$ cat src/rtl/serial_add_controller_if.sv
`default_nettype none
// ============================================================================
// Module   : serial_add_controller_if
// Purpose  : Command / result handshake bundle for serial_add_controller.
//            The requester/consumer side uses the master modport, the
//            controller uses the slave modport.
// Signals  : start_valid/start_ready  command handshake
//            op_a, op_b, sub           command payload (W = 4*NIBBLES bits)
//            res_valid/res_ready       result handshake
//            result, carryout, overflow result payload
//            busy                      controller in RUN or DONE
// Revision : 1.0 - initial release
// ============================================================================
interface serial_add_controller_if #(
  parameter int NIBBLES = 4
);
  localparam int W = 4 * NIBBLES;

  logic         start_valid;
  logic         start_ready;
  logic [W-1:0] op_a;
  logic [W-1:0] op_b;
  logic         sub;
  logic         res_valid;
  logic         res_ready;
  logic [W-1:0] result;
  logic         carryout;
  logic         overflow;
  logic         busy;

  modport master (
    output start_valid, op_a, op_b, sub, res_ready,
    input  start_ready, res_valid, result, carryout, overflow, busy
  );

  modport slave (
    input  start_valid, op_a, op_b, sub, res_ready,
    output start_ready, res_valid, result, carryout, overflow, busy
  );
endinterface
`default_nettype wire

$ cat src/rtl/serial_add_controller.sv
`default_nettype none
// ============================================================================
// Module   : serial_add_controller
// Purpose  : W-bit two's-complement add/subtract computed by one 4-bit adder
//            slice stepped across the operands, LSB nibble first, one nibble
//            per clock, carry chained between passes.
// Ports    : clk    - clock, rising edge
//            rst_n  - asynchronous active-low reset
//            bus    - serial_add_controller_if.slave (command + result)
// Revision : 1.0 - initial release
// ============================================================================
module serial_add_controller #(
  parameter int NIBBLES = 4
) (
  input  logic                    clk,
  input  logic                    rst_n,
  serial_add_controller_if.slave  bus
);

  localparam int W    = 4 * NIBBLES;
  localparam int IDXW = (NIBBLES > 1) ? $clog2(NIBBLES) : 1;
  localparam logic [IDXW-1:0] LAST_IDX = IDXW'(NIBBLES - 1);

  typedef enum logic [1:0] {
    IDLE = 2'd0,
    RUN  = 2'd1,
    DONE = 2'd2
  } state_t;

  state_t          state_q, state_d;
  logic [W-1:0]    a_q, a_d;
  logic [W-1:0]    b_q, b_d;
  logic [W-1:0]    result_q, result_d;
  logic            carry_q, carry_d;
  logic            carryout_q, carryout_d;
  logic            overflow_q, overflow_d;
  logic [IDXW-1:0] idx_q, idx_d;

  // Shared 4-bit adder slice working on the nibble selected by idx_q
  logic [3:0] a_nib;
  logic [3:0] b_nib;
  logic [4:0] slice_sum;
  logic       slice_cout;
  logic       slice_c3;

  assign a_nib      = a_q[{idx_q, 2'b00} +: 4];
  assign b_nib      = b_q[{idx_q, 2'b00} +: 4];
  assign slice_sum  = {1'b0, a_nib} + {1'b0, b_nib} + {4'b0000, carry_q};
  assign slice_cout = slice_sum[4];
  // Carry into the slice MSB recovered from the sum bit: s3 = a3 ^ b3 ^ c3
  assign slice_c3   = a_nib[3] ^ b_nib[3] ^ slice_sum[3];

  always_comb begin
    state_d    = state_q;
    a_d        = a_q;
    b_d        = b_q;
    result_d   = result_q;
    carry_d    = carry_q;
    carryout_d = carryout_q;
    overflow_d = overflow_q;
    idx_d      = idx_q;

    case (state_q)
      IDLE: begin
        if (bus.start_valid) begin
          // Subtraction is A + ~B + 1: invert B and seed the carry with 1
          a_d     = bus.op_a;
          b_d     = bus.sub ? ~bus.op_b : bus.op_b;
          carry_d = bus.sub;
          idx_d   = '0;
          state_d = RUN;
        end
      end

      RUN: begin
        result_d[{idx_q, 2'b00} +: 4] = slice_sum[3:0];
        carry_d = slice_cout;
        idx_d   = idx_q + IDXW'(1);
        if (idx_q == LAST_IDX) begin
          carryout_d = slice_cout;
          overflow_d = slice_c3 ^ slice_cout;
          state_d    = DONE;
        end
      end

      DONE: begin
        if (bus.res_ready) begin
          state_d = IDLE;
        end
      end

      default: begin
        state_d = IDLE;
      end
    endcase
  end

  always_ff @(posedge clk or negedge rst_n) begin
    if (!rst_n) begin
      state_q    <= IDLE;
      a_q        <= '0;
      b_q        <= '0;
      result_q   <= '0;
      carry_q    <= 1'b0;
      carryout_q <= 1'b0;
      overflow_q <= 1'b0;
      idx_q      <= '0;
    end else begin
      state_q    <= state_d;
      a_q        <= a_d;
      b_q        <= b_d;
      result_q   <= result_d;
      carry_q    <= carry_d;
      carryout_q <= carryout_d;
      overflow_q <= overflow_d;
      idx_q      <= idx_d;
    end
  end

  assign bus.start_ready = (state_q == IDLE);
  assign bus.res_valid   = (state_q == DONE);
  assign bus.busy        = (state_q != IDLE);
  assign bus.result      = result_q;
  assign bus.carryout    = carryout_q;
  assign bus.overflow    = overflow_q;

endmodule
`default_nettype wire

$ cat src/flat_wrapper.sv
// flat-port wrapper written by rule: the top's interface ports become plain ports
module serial_add_controller_flat 
#(
  parameter int NIBBLES = 4
)
  (clk, rst_n, bus_start_valid, bus_op_a, bus_op_b, bus_sub, bus_res_ready, bus_start_ready, bus_res_valid, bus_result, bus_carryout, bus_overflow, bus_busy);
  serial_add_controller_if #(.NIBBLES(NIBBLES)) bus_i ();
  input  logic clk;
  input  logic rst_n;
  input wire logic [$bits(bus_i.start_valid)-1:0] bus_start_valid;
  input wire logic [$bits(bus_i.op_a)-1:0] bus_op_a;
  input wire logic [$bits(bus_i.op_b)-1:0] bus_op_b;
  input wire logic [$bits(bus_i.sub)-1:0] bus_sub;
  input wire logic [$bits(bus_i.res_ready)-1:0] bus_res_ready;
  output wire logic [$bits(bus_i.start_ready)-1:0] bus_start_ready;
  output wire logic [$bits(bus_i.res_valid)-1:0] bus_res_valid;
  output wire logic [$bits(bus_i.result)-1:0] bus_result;
  output wire logic [$bits(bus_i.carryout)-1:0] bus_carryout;
  output wire logic [$bits(bus_i.overflow)-1:0] bus_overflow;
  output wire logic [$bits(bus_i.busy)-1:0] bus_busy;
  assign bus_i.start_valid = bus_start_valid;
  assign bus_i.op_a = bus_op_a;
  assign bus_i.op_b = bus_op_b;
  assign bus_i.sub = bus_sub;
  assign bus_i.res_ready = bus_res_ready;
  assign bus_start_ready = bus_i.start_ready;
  assign bus_res_valid = bus_i.res_valid;
  assign bus_result = bus_i.result;
  assign bus_carryout = bus_i.carryout;
  assign bus_overflow = bus_i.overflow;
  assign bus_busy = bus_i.busy;
  serial_add_controller #(.NIBBLES(NIBBLES)) u_core (.clk(clk), .rst_n(rst_n), .bus(bus_i));
endmodule
$ cat config.mk
export PLATFORM = sky130hd
export DESIGN_NAME = serial_add_controller_flat
export DESIGN_NICKNAME = d
export VERILOG_FILES = /design/src/rtl/serial_add_controller_if.sv /design/src/rtl/serial_add_controller.sv /design/src/flat_wrapper.sv
export SDC_FILE = /design/constraint.sdc
export NUM_CORES = 1
export LEC_CHECK = 0
export ABC_AREA = 1
export CAP_MARGIN = 15
export CORE_MARGIN = 5
export CORE_UTILIZATION = 45
export CTS_CLUSTER_DIAMETER = 30
export DETAILED_ROUTE_END_ITERATION = 8
export PLACE_DENSITY = 0.68
export SYNTH_ARGS = -nofsm -noshare
export SYNTH_HDL_FRONTEND = slang
export SYNTH_SLANG_ARGS = --single-unit
$ cat constraint.sdc
create_clock -name clk -period 4 [get_ports clk]
set_clock_uncertainty 0.2 [all_clocks]
set_input_delay 0.6 -clock clk [delete_from_list [all_inputs] [get_ports clk]]
set_output_delay 0.6 -clock clk [all_outputs]
set_load 0.02 [all_outputs]
==> Word-level counts from Yosys, hierarchy flattened <==
Index checks and enable logic that the tools add are counted.
W data, S select, Z words.
{ "totals": {"out_inout_bits": 21, "elab_cells": 43, "register_bits": 55} }
{ "classes": {"bitwise_logic": 4, "n_addsub": 4, "mux": 10, "n_eq_ne": 6, "reduce_logical": 7, "shift": 4} }
{ "ops": {"columns": ["op", "count"], "rows": [
  ["$shiftx A16 B5 Y4", 2],
  ["$bwmux W16", 1],
  ["$mux W16", 1],
  ["$not A16 Y16", 1],
  ["$shift A4 B6 Y16 const A", 1],
  ["$shiftx A4 B6 Y16", 1],
  ["$mux W2", 4],
  ["$neg A4 Y6", 1],
  ["$pmux W2 S3", 1],
  ["$reduce_and A2 Y1", 3],
  ["$add A4 B4 Y5", 1],
  ["$add A5 B1 Y5", 1],
  ["$eq A2 B2 Y1 const B", 2],
  ["$ne A2 B2 Y1 const B", 2],
  ["$pmux W2 S2", 1],
  ["$reduce_bool A2 Y1", 2],
  ["$reduce_and A3 Y1", 1],
  ["$xor A1 B1 Y1", 3],
  ["$add A2 B1 Y2 const B", 1],
  ["$eq A2 B1 Y1 const B", 1],
  ["$logic_not A2 Y1", 1],
  ["$ne A2 B1 Y1 const B", 1],
  ["$pmux W1 S2", 1],
  ["$mux W1", 1]
]} }

==> Logic depth before layout (Yosys ltp) <==
Gate-level depths: netlist (run 1).
{ "logic_depth": {"word_depth": 5, "depth_mapped": 12, "depth_no_buf": 11} }

==> Worst setup path before layout (run 1) <==
OpenSTA, ideal clock, no wires.
{ "synth_path": {"path_type": "register to register", "startpoint": "reg u_core.idx_q[0]", "endpoint": "reg u_core.overflow_q, in the netlist u_core.bus.overflow", "arrival_ns": 2.277, "required_time_ns": 3.683, "path_buffers": 1, "setup_time_ns": 0.117, "path_slack_ns": 1.406, "synth_period_minus_slack_ns": 2.594, "path_stages_with_launch": 13, "path_cell_list": "dfrtp_1 > inv_1 > clkbuf_1 > nor2_1 > o22ai_1 > fa_1 > fa_1 > a21oi_1 > nor2_1 > nor2_1 > nand2_1 > nand3_1 > nand2_1"} }
{ "synth_via": {"elab_chain_len": 5, "word_cells_on_any_way": 9, "classes_between": "add/sub: 2; eq/ne: 1; shift: 2; bitwise: 3; reduce/logical: 1"} }
{ "synth_rtl": {"columns": ["item", "line_no", "source"], "rows": [
  ["from (decl)", "serial_add_controller.sv:37", "logic [IDXW-1:0] idx_q, idx_d;"],
  ["from (signal assigned)", "serial_add_controller.sv:116", "idx_q <= idx_d;"],
  ["$shiftx A16 B5 Y4 (on tied branches)", "serial_add_controller.sv:46, serial_add_controller.sv:47", null],
  ["$add A4 B4 Y5", "serial_add_controller.sv:48", "assign slice_sum = {1'b0, a_nib} + {1'b0, b_nib} + {4'b0000, carry_q};"],
  ["$add A5 B1 Y5", "serial_add_controller.sv:48", null],
  ["$xor A1 B1 Y1", "serial_add_controller.sv:51", "assign slice_c3 = a_nib[3] ^ b_nib[3] ^ slice_sum[3];"],
  ["$xor A1 B1 Y1", "serial_add_controller.sv:81", "overflow_d = slice_c3 ^ slice_cout;"],
  ["to (signal assigned)", "serial_add_controller.sv:115", "overflow_q <= overflow_d;"],
  ["to (decl)", "serial_add_controller.sv:36", "logic overflow_q, overflow_d;"]
]} }
Several ways; a longest one is shown, not always the timed one.
A chain may end at the register's enable or synchronous reset.

==> Final worst setup path (run 1) <==
{ "layout_path": {"startpoint": "reg u_core.idx_q[1]", "endpoint": "reg u_core.overflow_q, in the netlist u_core.bus.overflow"} }
The elaborated chain is that of the path after synthesis.

==> impl_metrics.csv, run 1 <==
group,metric,value,unit
yosys,yosysMostFrequentCell,"sky130_fd_sc_hd__nand2_1",
setup_path,critPathArrivalTime,2.94,ns
cts,clock_sink_count,55,
yosys,synth-seq-area-share,50.5,%
cts,cts_repair_resize_count,0,
pwr,fraction_of_power_consumed_by_sequential_logic,33.3,%
floorplan,die_area,7720,um^2
yosys,synth-edff-count,0,
pwr,p_int,1.56,mW
global_routing,grt_first_pass_wirelength,9940,um
global_routing,grt_pass1_vias,2156,
status,result_of_the_run,"completed",
pwr,netSwitchingFraction,45.5,%
pwr,totalPowerFinal,2.87,mW
cts,worst_skew_pair.late_latency,0.31,ns
drt,wl_per_cell,13.1,um
timing,fin_setup_tns,0,ns
yosys,ys_top_cells_by_count,"sky130_fd_sc_hd__nand2_1 (86), sky130_fd_sc_hd__dfrtp_1 (55), sky130_fd_sc_hd__o21ai_0 (55)",
yosys,synthTopCellsByArea,"sky130_fd_sc_hd__dfrtp_1 (50%), sky130_fd_sc_hd__nand2_1 (12%), sky130_fd_sc_hd__o21ai_0 (10%)",
timing,final-hold-violation-count,0,
drt,routed_wl,5890,um
cts,cts-hold-fix-buffers,0,
pwr,pwr-share-clk,11.7,%
timing,timing.final.max_slew_violations,0,
global_routing,pin_count_of_the_biggest_net_entering_global_routing,51,
drt,detail_route.drc_violations,0,
timing,unrepaired_setup_endpoints_after_global_routing,"no",
global_routing,grt_antenna_before_repair,0,
drt,route.vias.total,2250,
floorplan,design.core.area,5920,um^2
finish,antennaDiodeCount,0,
yosys,synthesis.area,2730,um^2
global_routing,globalRouteOverflowTotal,0,
yosys,number_of_nets_produced_by_synthesis,367,
cts,cts.root.buffer_cell,"sky130_fd_sc_hd__clkbuf_8",
yosys,ys_async_sr_fraction,100,%
setup_path,crit_type,"reg2reg",
drt,post_drt_via_cell_ratio,5.01,
pwr,switchingPower,1.30,mW
placement,dp_hpwl,4480,um
setup_path,worst_setup_end_kind,"flop",
timing,fin_crit_sh,73.2,%
drt,detailedRoute.firstPassIterationCount,4,
hold_path,hold_path_class,"in2async",
placement,preCtsSetupSlack,1.10,ns
setup_path,reg_to_reg_setup_timing_slack,1.07,ns
timing,final_hold_slack,0.0915,ns
yosys,synth.yosys.warnings,0,
setup_path,critical_path.startpoint,"u_core.idx_q[1]",
yosys,most_area_hungry_cell_type_in_the_yosys_netlist,"sky130_fd_sc_hd__dfrtp_1",
cts,tritoncts,"done",
pwr,power.ir.vdd_worst,0.000381,V
setup_path,path_max_fanout,12,
cts,cts_post_setup_buffers_inserted,0,
pwr,p_per_area,826,nW/um^2
finish,drive_above_1_share,4.81,%
flow_run,cap_violations,0,
floorplan,boundaryPins,58,
setup_path,cp.required,4.01,ns
global_routing,track_usage,16.4,%
setup_path,worstSetupStartpointType,"flop",
pwr,power.combinational.fraction,55.0,%
pwr,p_leak,1.60,nW
floorplan,start_util,46.1,%
drt,drt_iter0_markers,122,
timing,final_period_minus_worst_setup_slack,2.93,ns
cts,numCtsBuffers,5,
timing,endpoints_failing_setup,0,
cts,h-tree-depth,2,
placement,port_buffers,57,
yosys,synth-main-ff-cell,"sky130_fd_sc_hd__dfrtp_1",
finish,synthToLayoutAreaGrowth,27.2,%
floorplan,std_cell_rows,28,
cts,clock_path_buffers,2,
yosys,synth.distinct_cells,22,
finish,finish.net_count,421,
yosys,synthesis.instances,319,
timing,worst-slew-pin-transition,0.858,ns
yosys,synth.top_cell.area_share,50.5,%
floorplan,die-width,87.9,um
timing,setup_ws,1.07,ns
placement,place.gp.congestion,0.834,
yosys,synth.avg_cell_area,8.55,um^2
timing,max_freq,341,MHz
drt,ant_nets,0,
timing,relSlewSlack,42.7,%
cts,cts.reportedPaths.clkPinSlew,0.10,ns
floorplan,die_h,87.9,um
yosys,synth.ff_latch_count,55,
setup_path,critical_path.reg2reg.startpoint,"u_core.idx_q[1]",
per-layer routing:
layer	track usage [%]	wire (um)	vias to the layer above
met2	28.4	2880	47
li1	-	-	1144
met3	2.26	285	8
met5	0	0	-
met4	5.02	76	0
met1	21.3	2650	1051
registers in the layout, indices dropped and copies added (netlist names):
| register | flops |
|---|---|
| u_core.bus.overflow | 1 |
| u_core.carry_q | 1 |
| u_core.b_q | 16 |
| u_core.state_q | 2 |
| u_core.a_q | 16 |
| u_core.idx_q | 2 |
| u_core.bus.result | 16 |
| u_core.bus.carryout | 1 |
logic make-up (layout without fill, tap and decap cells):
kind of cell             after synthesis  in the layout  synth area share [%]
adder cells (fa/ha/maj)               11             11                  5.60
XOR/XNOR                              17             17                  5.46
AND/OR/NAND/NOR                      126            126                  18.3
buffers and inverters                 35             90                  5.50
flip-flops                            55             55                  50.5
AO/OA/AOI/OAI                         75             75                  14.6
cell usage in the layout, fill, tap and decap left out:
cell type,count
sky130_fd_sc_hd__inv_1,18
sky130_fd_sc_hd__clkbuf_8,7
sky130_fd_sc_hd__o22ai_1,9
sky130_fd_sc_hd__o21ai_1,4
sky130_fd_sc_hd__buf_4,3
sky130_fd_sc_hd__fa_1,2
sky130_fd_sc_hd__xnor2_1,17
sky130_fd_sc_hd__nand3_1,12
sky130_fd_sc_hd__a21oi_1,2
sky130_fd_sc_hd__clkinv_1,1
sky130_fd_sc_hd__nor2_2,2
sky130_fd_sc_hd__ha_1,9
sky130_fd_sc_hd__o211ai_1,1
sky130_fd_sc_hd__dfrtp_1,55
sky130_fd_sc_hd__buf_16,1
sky130_fd_sc_hd__nor3_1,1
sky130_fd_sc_hd__o21ai_0,55
sky130_fd_sc_hd__nand2_1,86
sky130_fd_sc_hd__inv_2,2
sky130_fd_sc_hd__clkdlybuf4s50_1,56
sky130_fd_sc_hd__nor2_1,24
sky130_fd_sc_hd__nand3_2,1
sky130_fd_sc_hd__o31ai_1,4
sky130_fd_sc_hd__buf_2,1
sky130_fd_sc_hd__clkinvlp_4,1
power by group through the flow:
stage	Clock, mW	Combinational [mW]	Sequential [mW]
5_1_grt	0.370	1.79	0.985
2_1_floorplan	0	1.06	0.994
3_3_place_gp	0	1.55	0.966
3_5_place_dp	0	1.58	0.968
4_1_cts	0.343	1.58	0.958
6_report	0.335	1.58	0.956
per-stage QoR:
stage                     cells  area, um^2  util [%]
after CTS                   448        3440      58.1
after global routing        449        3470      58.6
after detailed placement    440        3340      56.4
after global placement      440        3340      56.4
after floorplan             319        2730         -
final                       449        3470      58.6
path summary, 6_finish.rpt:
kind                                             end  cells past startpoint
worst max-delay path             u_core.bus.overflow                     11
max in group asynchronous             u_core.a_q[14]                      2
worst min register to register         u_core.a_q[7]                      2
worst max register to register   u_core.bus.overflow                     11
min in group clk                       u_core.a_q[7]                      2
worst min-delay path            u_core.bus.result[8]                      1
area by class of cell:
type | count | area, um^2
Clock buffer | 7 | 96.3
Clock inverter | 1 | 7.51
Fill cell | 550 | 2450
Inverter | 21 | 78.8
Multi-Input combinational cell | 229 | 1200
Sequential cell | 55 | 1380
Tap cell | 75 | 93.8
Timing Repair Buffer | 61 | 616
worst max-delay path, stage by stage (launching register included):
cell and delay (ns):
sky130_fd_sc_hd__dfrtp_1 0.54, sky130_fd_sc_hd__clkinv_1 0.34, sky130_fd_sc_hd__o21ai_0 0.17, sky130_fd_sc_hd__o22ai_1 0.11, sky130_fd_sc_hd__fa_1 0.45, sky130_fd_sc_hd__fa_1 0.41, sky130_fd_sc_hd__a21oi_1 0.16, sky130_fd_sc_hd__nor2_1 0.06
sky130_fd_sc_hd__nor2_1 0.16, sky130_fd_sc_hd__nand2_1 0.07, sky130_fd_sc_hd__nand3_1 0.08, sky130_fd_sc_hd__nand2_1 0.05
Power figures use the tool's default switching activity.
==> run 2: changes to the inputs <==
==> constraint.sdc (replaced) <==
create_clock -name clk -period 2.8 [get_ports clk]
set_clock_uncertainty 0.2 [all_clocks]
set_input_delay 0.42 -clock clk [delete_from_list [all_inputs] [get_ports clk]]
set_output_delay 0.42 -clock clk [all_outputs]
set_load 0.02 [all_outputs]
==> run 2 against run 1 <==
  * Flip-flop and latch count unchanged
  * Register-to-register slack worse by 0.89 ns
  * Non-clock buffer count up 7
  * Count of clock-buffer cells in the layout unchanged
  * Total power up 46%
  * Routed wire length up 4.5%
  * First-iteration DRC count down 57%
  * Critical path type unchanged
  * Largest cell class unchanged
  * Combinational power up 51%
  * Utilization up 0.46 points
==> impl_metrics.csv, run 2 (same netlist as run 1, synthesis figures left out) <==
group,metric,value,unit
status,result_of_the_run,"completed",
global_routing,globalRouteOverflowTotal,0,
global_routing,grt_antenna_before_repair,0,
drt,detailedRoute.firstPassIterationCount,4,
timing,final_period_minus_worst_setup_slack,2.62,ns
floorplan,die_area,7720,um^2
timing,setup_ws,0.182,ns
pwr,switchingPower,1.92,mW
finish,drive_above_1_share,6.04,%
drt,wl_per_cell,13.5,um
cts,worst_skew_pair.late_latency,0.31,ns
pwr,fraction_of_power_consumed_by_sequential_logic,32.5,%
pwr,netSwitchingFraction,45.9,%
finish,final_area,3500,um^2
placement,preCtsSetupSlack,0.0923,ns
flow_run,cap_violations,0,
drt,detail_route.drc_violations,0,
drt,routed_wl,6160,um
timing,final-hold-violation-count,0,
floorplan,die-width,87.9,um
setup_path,path_max_fanout,11,
pwr,power.combinational.fraction,57.3,%
timing,timing.final.max_slew_violations,0,
floorplan,start_util,46.1,%
cts,h-tree-depth,2,
placement,placedInstanceArea,3400,um^2
finish,regArea,1380,um^2
finish,leading_cell_types_in_the_layout_fill_and_taps_excluded,"sky130_fd_sc_hd__nand2_1 (86), sky130_fd_sc_hd__clkdlybuf4s50_1 (56), sky130_fd_sc_hd__dfrtp_1 (55)",
hold_path,hold_path_class,"reg2reg",
floorplan,die_h,87.9,um
setup_path,critPathArrivalTime,2.62,ns
placement,port_buffers,57,
setup_path,crit_type,"reg2reg",
pwr,p_leak,1.62,nW
timing,fin_setup_tns,0,ns
finish,final-instance-count-excl-fill,456,
drt,post_drt_via_cell_ratio,5.02,
timing,worst-slew-pin-transition,0.624,ns
finish,multi_input_area,1200,um^2
placement,dp_hpwl,4800,um
global_routing,grt_pass1_vias,2271,
drt,route.vias.total,2289,
pwr,power.ir.vdd_worst,0.000644,V
finish,final_core_util,59.1,%
drt,drt_iter0_markers,52,
cts,numCtsBuffers,5,
cts,clock_path_buffers,2,
pwr,pwr-share-clk,10.2,%
pwr,p_per_area,1190,nW/um^2
floorplan,boundaryPins,58,
timing,unrepaired_setup_endpoints_after_global_routing,"no",
cts,clock_sink_count,55,
finish,synthToLayoutAreaGrowth,28.2,%
placement,placed_cells_incl_taps,447,
floorplan,std_cell_rows,28,
timing,fin_crit_sh,93.5,%
setup_path,worstSetupStartpointType,"flop",
placement,place.gp.congestion,0.846,
setup_path,cp.required,2.80,ns
cts,cts.reportedPaths.clkPinSlew,0.09,ns
setup_path,worst_setup_end_kind,"flop",
global_routing,pin_count_of_the_biggest_net_entering_global_routing,30,
timing,relSlewSlack,58.4,%
floorplan,design.core.area,5920,um^2
timing,max_freq,382,MHz
cts,cts.root.buffer_cell,"sky130_fd_sc_hd__clkbuf_8",
pwr,p_int,2.26,mW
global_routing,grt_first_pass_wirelength,10600,um
finish,finish.net_count,428,
drt,ant_nets,0,
global_routing,track_usage,17.5,%
cts,tritoncts,"done",
pwr,totalPowerFinal,4.17,mW
timing,final_hold_slack,0.294,ns
timing,endpoints_failing_setup,0,
finish,layout.cells.most_common,"sky130_fd_sc_hd__nand2_1",
finish,filler_cell_count,575,
finish,antennaDiodeCount,0,
[run 2: path summary, 6_finish.rpt]
kind / startpoint / end / depth (start not counted) / slack, ns
setup reg to reg: u_core.idx_q[0] / u_core.bus.overflow / 11 / 0.18
min in group asynchronous: rst_n / u_core.bus.result[11] / 2 / 0.46
setup / recovery: u_core.idx_q[0] / u_core.bus.overflow / 11 / 0.18
hold / removal: u_core.b_q[13] / u_core.b_q[13] / 2 / 0.29
hold reg to reg: u_core.b_q[13] / u_core.b_q[13] / 2 / 0.29
max in group asynchronous: rst_n / u_core.a_q[3] / 3 / 1.37
[run 2: area by class of cell]
type                            count  share of cell area (%)
Clock buffer                        7                    2.18
Clock inverter                      1                   0.143
Inverter                           21                    2.25
Multi-Input combinational cell    229                    34.4
Sequential cell                    55                    39.4
Tap cell                           75                    2.68
Timing Repair Buffer               68                    19.0
[run 2: critical path, cell delays in order (launching register included)]
cell and delay, ns:
sky130_fd_sc_hd__dfrtp_1 0.40, sky130_fd_sc_hd__buf_4 0.17, sky130_fd_sc_hd__o21ai_0 0.18, sky130_fd_sc_hd__o22ai_1 0.13, sky130_fd_sc_hd__fa_2 0.41, sky130_fd_sc_hd__fa_1 0.41
sky130_fd_sc_hd__a21oi_1 0.16, sky130_fd_sc_hd__nor2_1 0.06, sky130_fd_sc_hd__nor2_1 0.16, sky130_fd_sc_hd__nand2_1 0.08, sky130_fd_sc_hd__nand3_1 0.08, sky130_fd_sc_hd__nand2_1 0.06
[run 2: power by group through the flow]
stage | Clock (mW) | Combinational [mW] | Sequential (mW)
floorplan | 0 | 1.52 | 1.42
finish | 0.428 | 2.39 | 1.36
global placement | 0 | 2.31 | 1.37
global route | 0.472 | 2.71 | 1.40
detailed placement | 0 | 2.39 | 1.37
CTS | 0.430 | 2.39 | 1.36
[run 2: repair_timing]
action | in CTS | in global routing
hold buffers | 1 | 0
setup endpoints to repair | 0 | 1
hold endpoints to repair | 26 | 0
buffers inserted | 0 | 0
resized for setup | 0 | 2
[run 2: layer usage]
| metal | vias up | track usage, % | wire, um | share of wire (%) |
|---|---|---|---|---|
| met5 | - | 0 | 0 | 0 |
| met4 | 0 | 4.74 | 67 | 1.1 |
| met3 | 8 | 3.48 | 323 | 5.2 |
| met2 | 58 | 29.4 | 2940 | 48 |
| met1 | 1060 | 23.2 | 2830 | 46 |
| li1 | 1163 | - | - | - |
==> run 3: changes to the inputs <==
--- a/config.mk
+++ b/config.mk
@@ -11,7 +11,8 @@
 export CORE_UTILIZATION = 45
 export CTS_CLUSTER_DIAMETER = 30
 export DETAILED_ROUTE_END_ITERATION = 8
-export PLACE_DENSITY = 0.68
+export DONT_BUFFER_PORTS = 1
+export PLACE_DENSITY = 0.56
 export SYNTH_ARGS = -nofsm -noshare
 export SYNTH_HDL_FRONTEND = slang
 export SYNTH_SLANG_ARGS = --single-unit
==> run 3 against run 2 <==
  * Worst hold slack lost 0.27 ns
  * Global-route usage shrank 1.7 points
  * Non-clock buffer count shrank 58
  * Die area is the same
  * Sequential share of layout area grew 7.3 points
  * Count of clock-buffer cells in the layout grew 1
  * Utilization shrank 9.2 points
  * Clock power grew 11%
  * Cell count shrank 13%
  * Combinational power shrank 18%
  * Via count shrank 11%
  * Flip-flop and latch count is the same
  * Largest cell class unchanged
==> impl_metrics.csv, run 3 (same netlist as run 1, synthesis figures left out) <==
group,metric,value,unit
cts,worst_skew_pair.late_latency,0.30,ns
pwr,pwr-share-clk,12.1,%
pwr,power.ir.vdd_worst,0.000626,V
floorplan,die_h,87.9,um
hold_path,hold_path_class,"in2reg",
finish,multi_input_area,1200,um^2
finish,finish.net_count,370,
timing,final-hold-violation-count,0,
global_routing,track_usage,15.8,%
pwr,p_per_area,1320,nW/um^2
placement,dp_hpwl,4190,um
cts,tritoncts,"done",
timing,final_hold_slack,0.0201,ns
timing,endpoints_failing_setup,0,
pwr,power.combinational.fraction,49.9,%
finish,synthToLayoutAreaGrowth,8.21,%
setup_path,slowest_stage,"sky130_fd_sc_hd__dfrtp_1",
timing,fin_crit_sh,92.8,%
floorplan,die-width,87.9,um
status,result_of_the_run,"completed",
timing,timing.final.max_slew_violations,0,
floorplan,std_cell_rows,28,
global_routing,grt_util_met3,3.67,%
timing,relSlewSlack,58.5,%
placement,place.gp.congestion,0.868,
drt,drt_iter0_markers,79,
finish,final_area,2950,um^2
setup_path,crit_type,"reg2reg",
timing,worst-slew-pin-transition,0.621,ns
global_routing,grt_use_met2,25.0,%
setup_path,path_cells,"clkinv_1 -> o21ai_0 -> o22ai_1 -> fa_1 -> fa_1 -> a21oi_1 -> nor2_1 -> nor2_1 -> nand2_1 -> nand3_1 -> nand2_1",
floorplan,design.core.area,5920,um^2
drt,routed_wl,5760,um
floorplan,die_area,7720,um^2
setup_path,worst_setup_end_kind,"flop",
cts,h-tree-depth,2,
setup_path,critPathArrivalTime,2.60,ns
cts,cts.reportedPaths.clkPinSlew,0.10,ns
global_routing,globalRouteOverflowTotal,0,
pwr,switchingPower,1.84,mW
global_routing,grt_first_pass_wirelength,9560,um
placement,placedInstanceArea,2800,um^2
timing,final_period_minus_worst_setup_slack,2.60,ns
timing,unrepaired_setup_endpoints_after_global_routing,"no",
pwr,fraction_of_power_consumed_by_sequential_logic,37.9,%
floorplan,start_util,46.1,%
placement,port_buffers,0,
cts,clock_path_buffers,2,
finish,regArea,1380,um^2
drt,detailedRoute.firstPassIterationCount,4,
setup_path,worstSetupStartpointType,"flop",
setup_path,path_max_fanout,8,
finish,layout.cells.most_common,"sky130_fd_sc_hd__nand2_1",
cts,cts.root.buffer_cell,"sky130_fd_sc_hd__clkbuf_8",
finish,leading_cell_types_in_the_layout_fill_and_taps_excluded,"sky130_fd_sc_hd__nand2_1 (86), sky130_fd_sc_hd__o21ai_0 (55), sky130_fd_sc_hd__dfrtp_1 (54)",
cts,clock_sink_count,55,
setup_path,cp.required,2.80,ns
global_routing,grt-busiest-layer,"met2",
drt,ant_nets,0,
floorplan,boundaryPins,58,
global_routing,grt_antenna_before_repair,0,
global_routing,pin_count_of_the_biggest_net_entering_global_routing,56,
drt,wl_per_cell,14.5,um
pwr,netSwitchingFraction,47.1,%
timing,fin_setup_tns,0,ns
pwr,p_leak,1.41,nW
finish,final_core_util,49.9,%
finish,filler_cell_count,593,
setup_path,cpPeakStageDelay,0.48,ns
global_routing,grt_pass1_vias,1927,
finish,drive_above_1_share,6.50,%
finish,antennaDiodeCount,0,
pwr,p_int,2.07,mW
flow_run,cap_violations,0,
cts,numCtsBuffers,5,
timing,max_freq,385,MHz
placement,preCtsSetupSlack,0.151,ns
global_routing,grtUsageMet1,21.6,%
drt,post_drt_via_cell_ratio,5.12,
drt,route.vias.total,2036,
timing,setup_ws,0.201,ns
drt,detail_route.drc_violations,0,
run 3: cell count changes in the layout (fill, tap and decap cells not counted), sizes merged:
cell	before	now
clkdlybuf4s50	56	0
clkinv	2	1
clkbuf	7	8
dlygate4sd3	1	2
buf	11	8
run 3: final cells by class:
cell class	instances	area share [%]
sequential	55	46.7
multi-input combinational	229	40.7
clock buffer	8	3.39
timing repair buffer	10	3.39
tap	75	3.18
inverter	21	2.67
run 3: repair_timing:
action / 4_1_cts / 5_1_grt
buffers inserted: 0 / 0
setup endpoints to repair: 0 / 2
resized for setup: 0 / 1
endpoints found under the hold margin: 56 / 0
hold buffers: 3 / 0
run 3: worst paths after layout:
path / from / to / slack, ns / depth (start not counted)
worst max-delay path: u_core.idx_q[1] / u_core.bus.overflow / 0.20 / 11
min in group asynchronous: rst_n / u_core.bus.result[8] / 0.43 / 2
worst min register to register: u_core.a_q[9] / u_core.a_q[9] / 0.29 / 2
worst min-delay path: bus_op_a[12] / u_core.a_q[12] / 0.02 / 2
worst max register to register: u_core.idx_q[1] / u_core.bus.overflow / 0.20 / 11
max in group asynchronous: rst_n / u_core.idx_q[0] / 1.73 / 2
run 3: stage by stage:
stage,total power [mW],instances
floorplan,2.94,319
global placement,3.43,387
detailed placement,3.44,387
CTS,3.96,398
global route,4.31,398
finish,3.91,398
run 3: critical path, delay by kind of cell, from the launching register on:
family	cells	cell delay (ns)
buffers and inverters	1	0.14
AO/OA/AOI/OAI	3	0.37
adder cells (fa/ha/maj)	2	0.87
AND/OR/NAND/NOR	5	0.43
flip-flops	1	0.48
run 3: power groups by stage:
stage / clock, mW / combinational (mW) / sequential, mW
2_1_floorplan: 0 / 1.52 / 1.42
3_3_place_gp: 0 / 1.93 / 1.50
3_5_place_dp: 0 / 1.94 / 1.50
4_1_cts: 0.492 / 1.97 / 1.49
5_1_grt: 0.520 / 2.26 / 1.53
6_report: 0.474 / 1.95 / 1.48
run 3: per-layer routing:
layer	share of wire, %	wire [um]
met5	0	0
met4	1.1	66
met3	5.5	314
met2	47	2690
met1	47	2680
